--- src/rtl/square_complex_arbiter.sv ---
// square_complex_arbiter
//   Four requesters share one complex-squaring datapath. A round-robin
//   arbiter grants one requester at a time and captures its operand (a + jb).
//   The registered result z^2 = (a^2 - b^2) + j(2ab) is then returned on a
//   valid/ready port, tagged with the requester ID.
// Ports
//   clk, rst_n        clock, async active-low reset
//   req[3:0]          per-requester operand valid
//   reqReal/reqImag   packed signed operands, requester i at [i*WIDTH +: WIDTH]
//   gnt[3:0]          one-hot grant (combinational), operand captured this cycle
//   busy              FSM not in IDLE
//   outValid/outReady result handshake
//   outId/outReal/outImag  result owner and signed 2*WIDTH-bit result
module square_complex_arbiter #(
  parameter int WIDTH = 8
) (
  input  logic                 clk,
  input  logic                 rst_n,
  input  logic [3:0]           req,
  input  logic [4*WIDTH-1:0]   reqReal,
  input  logic [4*WIDTH-1:0]   reqImag,
  output logic [3:0]           gnt,
  output logic                 busy,
  output logic                 outValid,
  input  logic                 outReady,
  output logic [1:0]           outId,
  output logic [2*WIDTH-1:0]   outReal,
  output logic [2*WIDTH-1:0]   outImag
);

  typedef enum logic [1:0] {IDLE, CALC, HOLD} state_e;

  state_e                    state_q, state_d;
  logic [1:0]                ptr_q, ptr_d;
  logic [WIDTH-1:0]          a_q, a_d, b_q, b_d;
  logic [1:0]                id_q, id_d;
  logic                      ov_q, ov_d;
  logic [1:0]                oid_q, oid_d;
  logic [2*WIDTH-1:0]        ore_q, ore_d, oim_q, oim_d;

  // Round-robin search starting at the pointer.
  logic                      win_vld;
  logic [1:0]                win_idx, scan_idx;

  always_comb begin
    win_vld  = 1'b0;
    win_idx  = ptr_q;
    scan_idx = ptr_q;
    for (int k = 0; k < 4; k++) begin
      scan_idx = ptr_q + 2'(k);
      if (!win_vld && req[scan_idx]) begin
        win_vld = 1'b1;
        win_idx = scan_idx;
      end
    end
  end

  // A grant may only be issued when the capture registers are free: in IDLE,
  // or in HOLD when the current result is leaving this cycle. rst_n gates the
  // grant so nothing is advertised while reset is held.
  logic grant_ok, take;
  assign grant_ok = (state_q == IDLE) || ((state_q == HOLD) && outReady);
  assign take     = rst_n && grant_ok && win_vld;
  assign gnt      = take ? (4'b0001 << win_idx) : 4'b0000;

  // Squaring datapath on sign-extended operands. |a^2 - b^2| <= 2^(2W-2), so
  // the real part always fits; 2ab wraps for a = b = -2^(W-1).
  logic signed [2*WIDTH-1:0] ax, bx, prod_ab, sq_re, sq_im;
  always_comb begin
    ax      = {{WIDTH{a_q[WIDTH-1]}}, a_q};
    bx      = {{WIDTH{b_q[WIDTH-1]}}, b_q};
    prod_ab = ax * bx;
    sq_re   = ax * ax - bx * bx;
    sq_im   = {prod_ab[2*WIDTH-2:0], 1'b0};
  end

  always_comb begin
    state_d = state_q;
    ptr_d   = ptr_q;
    a_d     = a_q;
    b_d     = b_q;
    id_d    = id_q;
    ov_d    = ov_q;
    oid_d   = oid_q;
    ore_d   = ore_q;
    oim_d   = oim_q;
    if (take) begin
      a_d   = reqReal[win_idx*WIDTH +: WIDTH];
      b_d   = reqImag[win_idx*WIDTH +: WIDTH];
      id_d  = win_idx;
      ptr_d = win_idx + 2'd1;
    end
    case (state_q)
      IDLE: if (take) state_d = CALC;
      CALC: begin
        ore_d   = sq_re;
        oim_d   = sq_im;
        oid_d   = id_q;
        ov_d    = 1'b1;
        state_d = HOLD;
      end
      HOLD: if (outReady) begin
        ov_d    = 1'b0;
        state_d = take ? CALC : IDLE;
      end
      default: state_d = IDLE;
    endcase
  end

  always_ff @(posedge clk or negedge rst_n) begin
    if (!rst_n) begin
      state_q <= IDLE;
      ptr_q   <= '0;
      a_q     <= '0;
      b_q     <= '0;
      id_q    <= '0;
      ov_q    <= 1'b0;
      oid_q   <= '0;
      ore_q   <= '0;
      oim_q   <= '0;
    end else begin
      state_q <= state_d;
      ptr_q   <= ptr_d;
      a_q     <= a_d;
      b_q     <= b_d;
      id_q    <= id_d;
      ov_q    <= ov_d;
      oid_q   <= oid_d;
      ore_q   <= ore_d;
      oim_q   <= oim_d;
    end
  end

  assign busy     = (state_q != IDLE);
  assign outValid = ov_q;
  assign outId    = oid_q;
  assign outReal  = ore_q;
  assign outImag  = oim_q;

endmodule

--- config.mk ---
export PLATFORM = sky130hd
export DESIGN_NAME = square_complex_arbiter
export DESIGN_NICKNAME = d
export VERILOG_FILES = /design/src/rtl/square_complex_arbiter.sv
export SDC_FILE = /design/constraint.sdc
export NUM_CORES = 1
export LEC_CHECK = 0
export BUFFER_PORTS_ARGS = -buffer_cell sky130_fd_sc_hd__buf_2
export CAP_MARGIN = 20
export CORE_MARGIN = 5
export CORE_UTILIZATION = 40
export DETAILED_ROUTE_END_ITERATION = 10
export PLACE_DENSITY = 0.56
export SLEW_MARGIN = 10
export SYNTH_ARGS = -nofsm -noshare
export SYNTH_HDL_FRONTEND = slang
export SYNTH_SLANG_ARGS = --single-unit
export TNS_END_PERCENT = 10
--- constraint.sdc ---
create_clock -name clk -period 5.74 [get_ports clk]
set_clock_uncertainty 0.05 [all_clocks]
set_input_delay 1.722 -clock clk [delete_from_list [all_inputs] [get_ports clk]]
set_output_delay 1.722 -clock clk [all_outputs]
set_load 0.005 [all_outputs]
# After elaboration in Yosys (flattened, before gate mapping)

Cells that the tools add are included.

Input bits: 71
Output and inout port bits: 40
Bits in registers: 56
Logic and storage cells: 65

Shifts and indexed selects: 3
Magnitude comparators: 4
Equality and inequality tests: 4
$mul: 3
Multiplexer cells: 22
Reduce and logical (&&, ||, !) cells: 15
Add/subtract/negate cells: 5

Operators with widths:

| kind                | count |
|---|---|
| $shiftx 32x6->8     | 2 |
| $mul 8x8->16        | 2 |
| $sub 16x16->16      | 1 |
| $mul 8x8->15        | 1 |
| $lt 2x3->1 const B  | 4 |
| $mux 1              | 10 |
| $mux 2              | 5 |
| $bmux 1 s2          | 4 |
| $logic_and 1x1->1   | 6 |
| $pmux 2 s3          | 1 |
| $add 2x1->2 const B | 2 |
| $add 2x2->2 const B | 2 |
| $mux 4              | 1 |
| $ne 2x2->1 const B  | 2 |
| $reduce_and 2->1    | 2 |
| $reduce_bool 2->1   | 2 |
| $shl 1x2->4 const A | 1 |
| $logic_not 1->1     | 3 |
| $eq 2x1->1 const B  | 1 |
| $eq 2x2->1 const B  | 1 |
| $logic_not 2->1     | 1 |
| $pmux 1 s2          | 1 |
| $logic_or 1x1->1    | 1 |

# Logic depth before layout (Yosys ltp)

Word-level depth: 16
Depth in mapped cells: 23
Depth with buffers taken out: 21

# Least setup slack after synthesis

OpenSTA, ideal clock, no wires.

Path type: reg2reg
Start: register b_q[7]
End: register ore_q[15] (netlist: outReal[15])
Cell stages (with the launch flop): 20
Required time: 5.557 ns
Arrival: 5.672 ns
Setup time: 0.133 ns
Setup slack: -0.115 ns
Buffers on the path: 2
Clock period less this slack: 5.855 ns
Cell sequence: dfrtp_1 clkbuf_1 clkbuf_1 nand2_1 fa_1 fa_1 fa_1 fa_1 fa_1 inv_1 fa_1 inv_1 ha_1 o21a_1 o21a_1 a31o_2 a21o_1 a41oi_1 xnor2_1 o21ai_0

Cells in the longest elaborated chain, start to end: 2

Ends and longest elaborated chain:

| item                   | RTL line | source |
|---|---|---|
| from (decl)            | 35       | `logic [WIDTH-1:0] a_q, a_d, b_q, b_d;` |
| from (signal assigned) | 115      | `b_q <= '0;` |
| from (signal assigned) | 125      | `b_q <= b_d;` |
| $mul 8x8->16           | 73       | `sq_re = ax * ax - bx * bx;` |
| $sub 16x16->16         | 73       |  |
| to (signal assigned)   | 129      | `ore_q <= ore_d;` |
| to (decl)              | 39       | `logic [2*WIDTH-1:0] ore_q, ore_d, oim_q, oim_d;` |

Every way passes these cells.
A chain may end at the register's enable or synchronous reset.

# Worst setup path after layout

Start: register b_q[2]
End: register ore_q[13] (netlist: outReal[13])

Same word-level chain as after synthesis.

==> flow_metrics.py <==
metrics = {
    "status": {
        "outcome": "finished clean",
    },
    "synthesis": {
        "synthMuxAreaShare_pct": 7.04,
        "synthDistinctLibCells": 47,
        "async_reset_ff_share_pct": 100,
        "synth_top_family_by_area": "adder cells",
        "synth_compound_area_share_pct": 6.25,
        "synthXorXnorAreaFrac_pct": 4.42,
        "yosysTopAreaCellShare_pct": 34.7,
        "synth_fa_ha_area_share_pct": 46.2,
        "synth_edf_count": 0,
        "yosys.cell_count.top_type": "inv_1",
        "synth_top_flop_cell": "dfrtp_1",
        "syn_avg_cell_area_um2": 9.81,
        "yosysWarnings": 0,
        "yosys.area.top_type": "fa_1",
        "ys_seq_elements": 56,
        "synth_area_leaders": "fa_1, dfrtp_1, ha_1",
        "yosysSeqAreaShare_pct": 14.7,
        "synth_commonest_cells": "inv_1, fa_1, ha_1, nand2_1, dfrtp_1",
        "yosys.area_share.simple_pct": 10.5,
        "synth_nets": 1292,
        "syn_inst": 969,
        "syn-cell-area_mm2": 0.00951,
    },
    "worst_setup_path": {
        "path_cells": "buf_4 > and2_1 > fa_1 > fa_1 > inv_1 > fa_1 > fa_1 > fa_1 > inv_1 > fa_1 > inv_1 > ha_4 > a21oi_2 > o211ai_1 > a31o_2 > a21o_1 > a21oi_2 > xor2_1 > o21ai_0",
        "crit_start": "b_q[2]",
        "endpoint": "outReal[13]",
        "crit_type": "flop to flop",
        "reg2reg_to": "outReal[13]",
        "cp_max_fo": 7,
        "cpMostUsedCell": "fa_1",
        "r2r_start": "b_q[2]",
        "cp-end-kind": "flop",
        "max_stage_delay_ns": 0.54,
        "cp_top_family": "adder cells",
        "cp_slowest_cell": "fa_1",
        "path_depth": 19,
        "critPathRequiredTime_ns": 5.87,
        "r2r_cells": 19,
        "cp-start-kind": "flop",
        "cp_num_buf_inv": 4,
        "cp_data_arrival_time_ns": 5.59,
        "rrSetupSlack_ns": 0.29,
    },
    "global_route": {
        "antenna_found_initial": 0,
        "grt_pass1_wl_um": 35300,
        "gr-total-overflow": 0,
        "grt_max_degree": 58,
        "grt.total_usage_pct": 16.3,
        "first_global_vias": 7126,
    },
    "floorplanning": {
        "fp-row-count": 56,
        "io_pins": 111,
        "coreArea_mm2": 0.0235,
        "start_util_pct": 40.5,
        "die_width_um": 164,
        "die_y_um": 164,
        "die_area_mm2": 0.0270,
    },
    "final_layout": {
        "layout.nets": 1432,
        "syn2layout_area_growth_pct": 15.8,
        "fin_area_mm2": 0.0110,
        "final_layout_size_suffix_gt1_share_pct": 21.2,
        "n_antenna_cell": 0,
    },
    "clocking": {
        "path_clk_slew_ns": 0.09,
        "clk_latency_ns": 0.32,
        "ctsHoldBuffers": 0,
        "cts_sinks": 56,
        "numCtsBuffers": 5,
        "htreeDepth": 2,
        "clock_path_buffers": 2,
        "cts_tree": "done",
        "root_buffer": "clkbuf_16",
    },
    "timing": {
        "max_freq_ghz": 0.183,
        "period_needed_ns": 5.45,
        "fin_crit_sh_pct": 95.0,
        "relSlewSlack_pct": 48.1,
        "hold_viol": 0,
        "worstMarginPinSlew_ns": 0.778,
        "setup_viol": 0,
        "slew_viol_final": 0,
    },
    "placement": {
        "postPlaceCellArea_mm2": 0.0107,
        "portBuffers": 109,
        "hpwl_um": 17200,
        "gp_congestion": 0.851,
    },
    "drt": {
        "drcViolationCount": 0,
        "vias_per_cell": 4.68,
        "ant_nets": 0,
        "dr_total_vias": 6692,
        "drt_iter0_markers": 244,
        "wl_per_cell_um": 14.3,
        "wl_um": 20400,
        "first_pass_iters": 4,
    },
    "hold_path": {
        "min_path_type": "flop to flop",
        "hold_start": "outImag[10]",
    },
    "flow_run": {
        "maxCapViolCount": 0,
    },
}
## cells in the final DEF (no fill, tap or decap), drive strengths merged, types with 21 or more instances in the layout
cell type  count
fa           165
o21ai         36
dfrtp         56
ha            87
xnor2         31
buf          167
mux2          21
and2          55
nand2         86
nor2          34
inv          238
## registers in the layout, summed over array words and instances (netlist names)
signal	cells
outValid	1
outId	2
outImag	15
b_q	8
outReal	16
a_q	8
state_q	2
ptr_q	2
id_q	2
## metal layers
layer  up-vias  track usage (%)  routed length [um]
met5         -                0                   0
met4         0             2.40                 205
met3        14             2.33                 755
met2       113             27.5                9850
met1      3337             23.0                9590
li1       3228                -                   -
## per-stage QoR
| step | setup WS, ns | cells | hold WS, ns | setup TNS (ns) | utilization (%) |
|---|---|---|---|---|---|
| 2_1_floorplan | 0.0283 | 969 | 0.394 | 0 | - |
| 3_3_place_gp | 0.171 | 1411 | 0.410 | 0 | 45.5 |
| 3_5_place_dp | 0.0743 | 1411 | 0.415 | 0 | 45.5 |
| 4_1_cts | 0.0733 | 1419 | 0.436 | 0 | 46.2 |
| 5_1_grt | -0.0257 | 1429 | 0.457 | -0.0257 | 46.9 |
| 6_report | 0.287 | 1429 | 0.425 | 0 | 46.9 |
## worst reg2reg max path: stages (launching register included)
cell and delay, ns:
dfrtp_2 0.48, buf_4 0.18, and2_1 0.17, fa_1 0.48, fa_1 0.40, inv_1 0.08
fa_1 0.40, fa_1 0.48, fa_1 0.54, inv_1 0.05, fa_1 0.52, inv_1 0.06
ha_4 0.25, a21oi_2 0.15, o211ai_1 0.13, a31o_2 0.28, a21o_1 0.21, a21oi_2 0.15
xor2_1 0.15, o21ai_0 0.09
## cell type report
| class | count | area [um2] |
|---|---|---|
| Inverter | 237 | 896 |
| Timing Repair Buffer | 167 | 985 |
| Fill cell | 2309 | 12500 |
| Tap cell | 319 | 399 |
| Clock inverter | 3 | 28.8 |
| Sequential cell | 56 | 1410 |
| Clock buffer | 5 | 125 |
| Multi-Input combinational cell | 642 | 7170 |
## how the worst min path moves through the flow
stage                  end  slack [ns]  cells past startpoint
2_1_floorplan     outValid        0.39                      1
3_3_place_gp    outImag[7]        0.41                      2
3_5_place_dp   outImag[11]        0.41                      2
4_1_cts        outImag[11]        0.44                      2
5_1_grt        outImag[15]        0.46                      2
6_report       outImag[10]        0.43                      2
## timing repair
action,4_1_cts,5_1_grt
resized for setup,0,30
buffers inserted,0,10
setup endpoints to repair,0,4
## cells by family after synthesis
family                     after synthesis
adders and majority gates              252
xor gates and xnor gates                48
muxes                                   39
DFF                                     56
other                                    1
and+or+nand+nor                        208
buffers and inverters                  271
AOI/OAI and AO/OA                       94
Power is not shown: default switching activity piles up to over one toggle a cycle in this logic, so the estimate is an artifact.
